===== src/rtl/fifo_pkg.sv =====
// Shared types and helpers for the read-side FIFO packer.
package fifo_pkg;

  typedef enum logic [0:0] {
    FILL = 1'b0,
    HOLD = 1'b1
  } pack_state_t;

  localparam int DEFAULT_D_SIZE = 8;

  // Thermometer keep mask, one lane at a time: lanes 0..n-1 are kept.
  function automatic logic keep_lane(input int lane, input int n);
    return lane < n;
  endfunction

endpackage


===== src/rtl/fifo_read_packer_if.sv =====
// FIFO read port plus packed-word valid/ready stream for fifo_read_packer.
interface fifo_read_packer_if
  import fifo_pkg::*;
#(
  parameter int D_SIZE = DEFAULT_D_SIZE,
  parameter int WORDS  = 4
);
  localparam int O_SIZE = D_SIZE * WORDS;

  logic [D_SIZE-1:0] R_DATA;
  logic              EMPTY;
  logic              R_INC;
  logic              FLUSH;
  logic [O_SIZE-1:0] OUT_DATA;
  logic [WORDS-1:0]  OUT_KEEP;
  logic              OUT_VALID;
  logic              OUT_READY;

  modport master (
    input  R_DATA, EMPTY, FLUSH, OUT_READY,
    output R_INC, OUT_DATA, OUT_KEEP, OUT_VALID
  );

  modport slave (
    output R_DATA, EMPTY, FLUSH, OUT_READY,
    input  R_INC, OUT_DATA, OUT_KEEP, OUT_VALID
  );

endinterface


===== src/rtl/fifo_lane_demux.sv =====
// One-hot lane write enable from a lane index; shared with the future unpacker.
module fifo_lane_demux #(
  parameter int WORDS = 4,
  parameter int SEL_W = 2
) (
  input  logic             en,
  input  logic [SEL_W-1:0] sel,
  output logic [WORDS-1:0] lane_we
);

  always_comb begin
    lane_we = '0;
    for (int k = 0; k < WORDS; k++) begin
      lane_we[k] = en && (sel == SEL_W'(k));
    end
  end

endmodule


===== src/rtl/fifo_read_packer.sv =====
// Pops FWFT FIFO entries and packs WORDS of them into one wide stream word,
// with FLUSH emitting a partial word and a thermometer keep mask.
module fifo_read_packer
  import fifo_pkg::*;
#(
  parameter int D_SIZE = DEFAULT_D_SIZE,
  parameter int WORDS  = 4
) (
  input  logic               CLK,
  input  logic               RST,
  fifo_read_packer_if.master bus
);

  localparam int                CNT_W     = (WORDS > 1) ? $clog2(WORDS) : 1;
  localparam logic [CNT_W-1:0]  LAST_LANE = CNT_W'(WORDS - 1);

  pack_state_t                    state;
  logic [CNT_W-1:0]               cnt;
  logic [WORDS-1:0][D_SIZE-1:0]   lanes;
  logic [WORDS-1:0]               keep;
  logic                           valid;

  logic                           pop;
  logic                           accept;
  logic [CNT_W-1:0]               wr_lane;
  logic [WORDS-1:0]               lane_we;
  logic [WORDS-1:0]               keep_cnt;
  logic [WORDS-1:0]               keep_inc;

  assign accept = valid & bus.OUT_READY;
  assign pop    = !RST && !bus.EMPTY &&
                  ((state == FILL) || ((state == HOLD) && bus.OUT_READY));

  // A pop taken while a word is being accepted starts the next word at lane 0.
  assign wr_lane = (state == HOLD) ? '0 : cnt;

  fifo_lane_demux #(
    .WORDS (WORDS),
    .SEL_W (CNT_W)
  ) u_lane_demux (
    .en      (pop),
    .sel     (wr_lane),
    .lane_we (lane_we)
  );

  always_comb begin
    keep_cnt = '0;
    keep_inc = '0;
    for (int k = 0; k < WORDS; k++) begin
      keep_cnt[k] = keep_lane(k, int'(cnt));
      keep_inc[k] = keep_lane(k, int'(cnt) + 1);
    end
  end

  always_ff @(posedge CLK or posedge RST) begin
    if (RST) begin
      state <= FILL;
      cnt   <= '0;
      lanes <= '0;
      keep  <= '0;
      valid <= 1'b0;
    end else begin
      case (state)
        FILL: begin
          if (pop) begin
            for (int k = 0; k < WORDS; k++) begin
              if (lane_we[k]) lanes[k] <= bus.R_DATA;
            end
            keep <= keep_inc;
            if ((cnt == LAST_LANE) || bus.FLUSH) begin
              state <= HOLD;
              cnt   <= '0;
              valid <= 1'b1;
            end else begin
              cnt <= cnt + 1'b1;
            end
          end else if (bus.FLUSH && (cnt != '0)) begin
            // Unused lanes are already zero: they were cleared on the last accept.
            state <= HOLD;
            cnt   <= '0;
            keep  <= keep_cnt;
            valid <= 1'b1;
          end
        end
        HOLD: begin
          if (accept) begin
            state <= FILL;
            valid <= 1'b0;
            keep  <= lane_we;
            cnt   <= pop ? CNT_W'(1) : '0;
            for (int k = 0; k < WORDS; k++) begin
              lanes[k] <= lane_we[k] ? bus.R_DATA : '0;
            end
          end
        end
        default: state <= FILL;
      endcase
    end
  end

  assign bus.R_INC     = pop;
  assign bus.OUT_DATA  = lanes;
  assign bus.OUT_KEEP  = keep;
  assign bus.OUT_VALID = valid;

endmodule

===== src/flat_wrapper.sv =====
// flat-port wrapper written by rule: the top's interface ports become plain ports
module fifo_read_packer_flat import fifo_pkg::*;
#(
  parameter int D_SIZE = DEFAULT_D_SIZE,
  parameter int WORDS  = 4
)
  (CLK, RST, bus_R_DATA, bus_EMPTY, bus_FLUSH, bus_OUT_READY, bus_R_INC, bus_OUT_DATA, bus_OUT_KEEP, bus_OUT_VALID);
  fifo_read_packer_if #(.D_SIZE(D_SIZE), .WORDS(WORDS)) bus_i ();
  input  logic CLK;
  input  logic RST;
  input wire logic [$bits(bus_i.R_DATA)-1:0] bus_R_DATA;
  input wire logic [$bits(bus_i.EMPTY)-1:0] bus_EMPTY;
  input wire logic [$bits(bus_i.FLUSH)-1:0] bus_FLUSH;
  input wire logic [$bits(bus_i.OUT_READY)-1:0] bus_OUT_READY;
  output wire logic [$bits(bus_i.R_INC)-1:0] bus_R_INC;
  output wire logic [$bits(bus_i.OUT_DATA)-1:0] bus_OUT_DATA;
  output wire logic [$bits(bus_i.OUT_KEEP)-1:0] bus_OUT_KEEP;
  output wire logic [$bits(bus_i.OUT_VALID)-1:0] bus_OUT_VALID;
  assign bus_i.R_DATA = bus_R_DATA;
  assign bus_i.EMPTY = bus_EMPTY;
  assign bus_i.FLUSH = bus_FLUSH;
  assign bus_i.OUT_READY = bus_OUT_READY;
  assign bus_R_INC = bus_i.R_INC;
  assign bus_OUT_DATA = bus_i.OUT_DATA;
  assign bus_OUT_KEEP = bus_i.OUT_KEEP;
  assign bus_OUT_VALID = bus_i.OUT_VALID;
  fifo_read_packer #(.D_SIZE(D_SIZE), .WORDS(WORDS)) u_core (.CLK(CLK), .RST(RST), .bus(bus_i));
endmodule

===== config.mk =====
export PLATFORM = sky130hd
export DESIGN_NAME = fifo_read_packer_flat
export DESIGN_NICKNAME = d
export VERILOG_FILES = /design/src/rtl/fifo_pkg.sv /design/src/rtl/fifo_read_packer_if.sv /design/src/rtl/fifo_lane_demux.sv /design/src/rtl/fifo_read_packer.sv /design/src/flat_wrapper.sv
export SDC_FILE = /design/constraint.sdc
export NUM_CORES = 1
export LEC_CHECK = 0
export ABC_AREA = 1
export CAP_MARGIN = 15
export CORE_ASPECT_RATIO = 1.75
export CORE_MARGIN = 5
export CORE_UTILIZATION = 40
export DETAILED_ROUTE_END_ITERATION = 12
export GPL_ROUTABILITY_DRIVEN = 1
export HOLD_SLACK_MARGIN = 0.12
export PLACE_DENSITY = 0.68
export SLEW_MARGIN = 15
export SYNTH_ARGS = -nofsm -noshare
export SYNTH_HDL_FRONTEND = slang
export SYNTH_SLANG_ARGS = --single-unit

===== constraint.sdc =====
create_clock -name CLK -period 3.6 [get_ports CLK]
set_input_delay 0.54 -clock CLK [delete_from_list [all_inputs] [get_ports CLK]]
set_output_delay 0.54 -clock CLK [all_outputs]
set_load 0.01 [all_outputs]

# --- After elaboration in Yosys (flattened, before gate mapping) ---
# Index checks and enable logic that the tools add are counted.
totals:
  ff_bits: 40
  inputBits: 13
  word_cells: 83
op_classes:
  addsub: 2
  magnitude_cmp: 7
  n_eq_ne: 12
  n_mux: 32
  bitwise: 2
  n_reduce_logical: 20
op_table:
  columns: ["operator", "count"]
  rows:
  - ["$lt A3 B32 Y1 const A", 2]
  - ["$mux W32", 2]
  - ["$mux W8", 8]
  - ["$pmux W32 S2", 1]
  - ["$lt A1 B32 Y1 const A", 1]
  - ["$lt A2 B32 Y1 const A", 1]
  - ["$reduce_and A3 Y1", 5]
  - ["$mux W4", 3]
  - ["$mux W2", 5]
  - ["$ne A2 B1 Y1 const B", 5]
  - ["$mux W1", 9]
  - ["$logic_and A1 B1 Y1", 8]
  - ["$pmux W4 S2", 1]
  - ["$eq A2 B2 Y1 const B", 3]
  - ["$lt A1 B2 Y1 const A", 2]
  - ["$pmux W1 S2", 2]
  - ["$pmux W2 S2", 1]
  - ["$add A2 B1 Y3 const B", 1]
  - ["$ne A3 B2 Y1 const B", 1]
  - ["$ne A3 B3 Y1 const B", 1]
  - ["$add A2 B1 Y2 const B", 1]
  - ["$eq A2 B1 Y1 const B", 1]
  - ["$logic_not A1 Y1", 2]
  - ["$logic_not A2 Y1", 1]
  - ["7 further kinds", 8]

# --- Longest topological paths before layout ---
depth:
  ltp_word: 7
  depth_mapped: 10
  ltp_nobuf: 10

# --- Modules after synthesis ---
# A second synthesis with hierarchy kept.
hier_totals:
  cells_unflattened: 232
  area_unflattened_um2: 2169.6
by_module_without_submodules:
  columns: ["mod", "instances", "cells_per_inst", "area_per_inst_um2"]
  rows:
  - ["fifo_read_packer", 1, 224, 2139.6]
  - ["fifo_lane_demux", 1, 8, 30.0]

# --- Least setup slack after synthesis ---
# OpenSTA, ideal clock, no wires.
synth_path:
  kind: "input-to-reg"
  from: "input RST"
  to: "register u_core.keep[2] (netlist: u_core.bus.OUT_KEEP[2])"
  setup_time_ps: 117
  arrival_ps: 1929
  slack_ps: 1554
  cell_stages: 8
  n_path_buf: 0
  cell_sequence: "inv_1 -> nand2_1 -> nand2_1 -> nand2_1 -> nand2_2 -> inv_1 -> nand2_1 -> nand2_1"
synth_between:
  elab_chain_len: 6
synth_rtl:
  columns: ["element", "line", "source"]
  rows:
  - ["start: declaration", "flat_wrapper.sv:10", "input logic RST;"]
  - ["$logic_not A1 Y1 (*)", "fifo_read_packer.sv:31", "assign pop = !RST && !bus.EMPTY &&"]
  - ["$logic_and A1 B1 Y1 (*) (2 in series)", "fifo_read_packer.sv:31", null]
  - ["$logic_and A1 B1 Y1", "fifo_lane_demux.sv:14", "lane_we[k] = en && (sel == SEL_W'(k));"]
  - ["$mux W4", "fifo_read_packer.sv:86", "if (accept) begin"]
  - ["$pmux W4 S2", "fifo_read_packer.sv:63", "case (state)"]
  - ["end signal: assignment", "fifo_read_packer.sv:69", "keep <= keep_inc;"]
  - ["end signal: assignment", "fifo_read_packer.sv:81", "keep <= keep_cnt;"]
  - ["end signal: assignment", "fifo_read_packer.sv:89", "keep <= lane_we;"]
  - ["end: declaration", "fifo_read_packer.sv:20", "logic [WORDS-1:0] keep;"]
# Every way passes the cells marked *; elsewhere a longest branch is shown, timed or not. The select of a mux whose other input is x is not followed.
# A chain may end at the register's enable or synchronous reset.

# --- Final worst setup path ---
layout_path:
  from: "input bus_EMPTY"
  to: "output bus_R_INC"
layout_between:
  elab_chain_len: 3
layout_rtl:
  columns: ["element", "line", "source"]
  rows:
  - ["start: declaration", "flat_wrapper.sv:12", "input wire logic [$bits(bus_i.EMPTY)-1:0] bus_EMPTY;"]
  - ["$logic_not A1 Y1", "fifo_read_packer.sv:31", null]
  - ["$logic_and A1 B1 Y1 (2 in series)", "fifo_read_packer.sv:31", null]
  - ["end: declaration", "flat_wrapper.sv:15", "output wire logic [$bits(bus_i.R_INC)-1:0] bus_R_INC;"]
# Every way passes these cells.

==> out/metrics.csv <==
metric;value;unit
gp_congestion;0.938;
met3_length;209;µm
clk_latency;290;ps
setup_violations;0;
synth-seq-cells;40;
finalNonFillerCells;311;
holdPathEnd;u_core.bus.OUT_KEEP[0];
num_vias;1555;
wl_met2;2380;µm
syn_avg_cell_area;8.81;µm²
cts_buffers;5;
r2r-end;u_core.bus.OUT_KEEP[3];
routed_wl;4560;µm
post_cts_buffers;0;
startpoint;bus_EMPTY;
io_pins;51;
power_per_cell_area;771;mW/mm²
tightest_slew;540;ps
cts-root-buf;clkbuf_8;
leakagePower;0.00124;µW
grt_pass1_wl;7440;µm
ir_worst_vdd;0.461;mV
worstPathArrival;1990;ps
diodes;0;
clockBufferDepth;2;
hold_depth;2;
routed.top_layer;met4;
status;finished, final reports clean;
area_delta_synth_final;36.7;%
syn_inst;204;
hold_buffers;0;
avgRoutedWirePerCell;14.7;µm
drt_iter0_drc;50;
p_total;1890;µW
yosys_warnings;0;
cp-end-kind;primary output;
first_pass_iters;4;
synth_cell_types;22;
fill_cells;427;
worst-r2r-cell-count;5;
postRouteAntennaNets;0;
antenna_found_initial;0;
dieArea;0.00599;mm²
cts_resized;0;
wl_met1;1730;µm
finalHoldViolations;0;
cts_tree;built;
drv_slew;0;
grt_usage;16.7;%
critPathRequiredTime;3060;ps
portBuffers;50;
core_area;0.00440;mm²
die_x;60.7;µm
grt_pass1_vias;1506;
syn_nets;221;
mostFrequentLayoutCells;80 x nand2_1, 50 x clkdlybuf4s50_1, 40 x dfrtp_1, 30 x nand3_1, 15 x inv_1;
start_util;40.8;%
hold_path.class;flip-flop to flip-flop;
dp.cells;303;
placed_area;0.00235;mm²
layout_commonest_cell;nand2_1;
die_h;98.7;µm
timing.rr.start;u_core.state;
final_nets;276;
cts.htree.levels;2;
cap_violations;0;
drive_above_1_share;8.85;%
relSlewSlack;64.0;%
rsz0062_at_grt;false;
worst-path-max-fanout;8;
fin_crit;2530;ps
num_rows;32;
grt_start_max_net_pins;41;
drc_errors;0;
min-delay-start;u_core.bus.OUT_KEEP[0];
finClkSkew;7.38;ps
fmax;396;MHz
synth.cell_area;0.00180;mm²
cp-start-kind;input pin;
hpwl;3370;µm
vias_per_cell;5.00;
path_class;input pin to primary output;
period_share;70.2;%
grt-ovfl-total;0;
synth.yosys.seq_area_share;55.7;%
final_area;0.00246;mm²
tns;0;ps
r2r_slack;1970;ps
cts.clk_slew.worst_paths;80;ps
cts_sinks;40;
[worst max-delay path by stage]
stage / slack (ps) / endpoint / depth (start not counted)
global placement: 1090 / bus_R_INC / 5
CTS: 1070 / bus_R_INC / 5
global route: 1010 / bus_R_INC / 5
finish: 1070 / bus_R_INC / 5
floorplan: 1550 / u_core.bus.OUT_KEEP[2] / 8
detailed placement: 1070 / bus_R_INC / 5
[flip-flops by register name, indices dropped and copies added (netlist names)]
name	flops
u_core.bus.OUT_DATA	32
u_core.bus.OUT_KEEP	4
u_core.bus.OUT_VALID	1
u_core.cnt	2
u_core.state	1
[layer usage]
layer	up-vias	track usage (%)
met4	0	9.35
met5	-	0
met1	714	19.6
li1	766	-
met3	22	3.54
met2	53	27.0
[cell usage after synthesis]
library cell / instances / area (µm²)
nor2_8: 1 / 20.0
nand4_1: 1 / 6.26
inv_1: 15 / 56.3
clkbuf_1: 2 / 7.51
nand3_2: 1 / 10.0
nand3_4: 1 / 17.5
dfrtp_1: 40 / 1000
buf_6: 1 / 11.3
inv_2: 4 / 15.0
inv_4: 1 / 6.26
o21ai_0: 11 / 55.1
nand3_1: 30 / 150
nand4_2: 2 / 25.0
nand2_4: 1 / 11.3
o21a_1: 1 / 7.51
nor2_2: 1 / 6.26
ha_1: 4 / 50.1
nand2_2: 1 / 6.26
a21oi_1: 2 / 10.0
nand2_1: 80 / 300
o21ai_2: 2 / 17.5
nor2_1: 2 / 7.51
[worst max-delay path, stage by stage]
cell	delay [ps]
clkdlybuf4s50_1	510
nor2_8	210
nand2_4	100
inv_2	90
clkdlybuf4s50_1	530
[power by group]
group	switching, µW	internal [µW]
sequential	127	625
clock	153	206
combinational	388	397
total	668	1230
[cell type report]
class | instances | area (µm²) | area share, %
Sequential cell | 40 | 1000 | 40.7
Multi-Input combinational cell | 141 | 701 | 28.5
Timing Repair Buffer | 51 | 508 | 20.7
Inverter | 20 | 77.6 | 3.16
Clock buffer | 6 | 72.6 | 2.95
Tap cell | 51 | 63.8 | 2.60
Clock inverter | 2 | 35.0 | 1.42
[cells by family (layout without fill, tap and decap cells)]
family	Yosys count	after routing	synth area share, %
AOI/OAI and AO/OA	16	16	5.01
adders and majority gates	4	4	2.78
buffers and inverters	23	79	5.36
DFF	40	40	55.7
and+or+nand+nor	121	121	31.2
[per-stage QoR]
| step | setup slack, ps | hold WS [ps] | util (%) |
|---|---|---|---|
| floorplan | 1550 | 508 | - |
| global placement | 1090 | 460 | 53.4 |
| detailed placement | 1070 | 474 | 53.4 |
| CTS | 1070 | 495 | 55.8 |
| global route | 1010 | 499 | 55.8 |
| finish | 1070 | 488 | 55.8 |
Note: power is estimated with default switching activity, not from simulation.
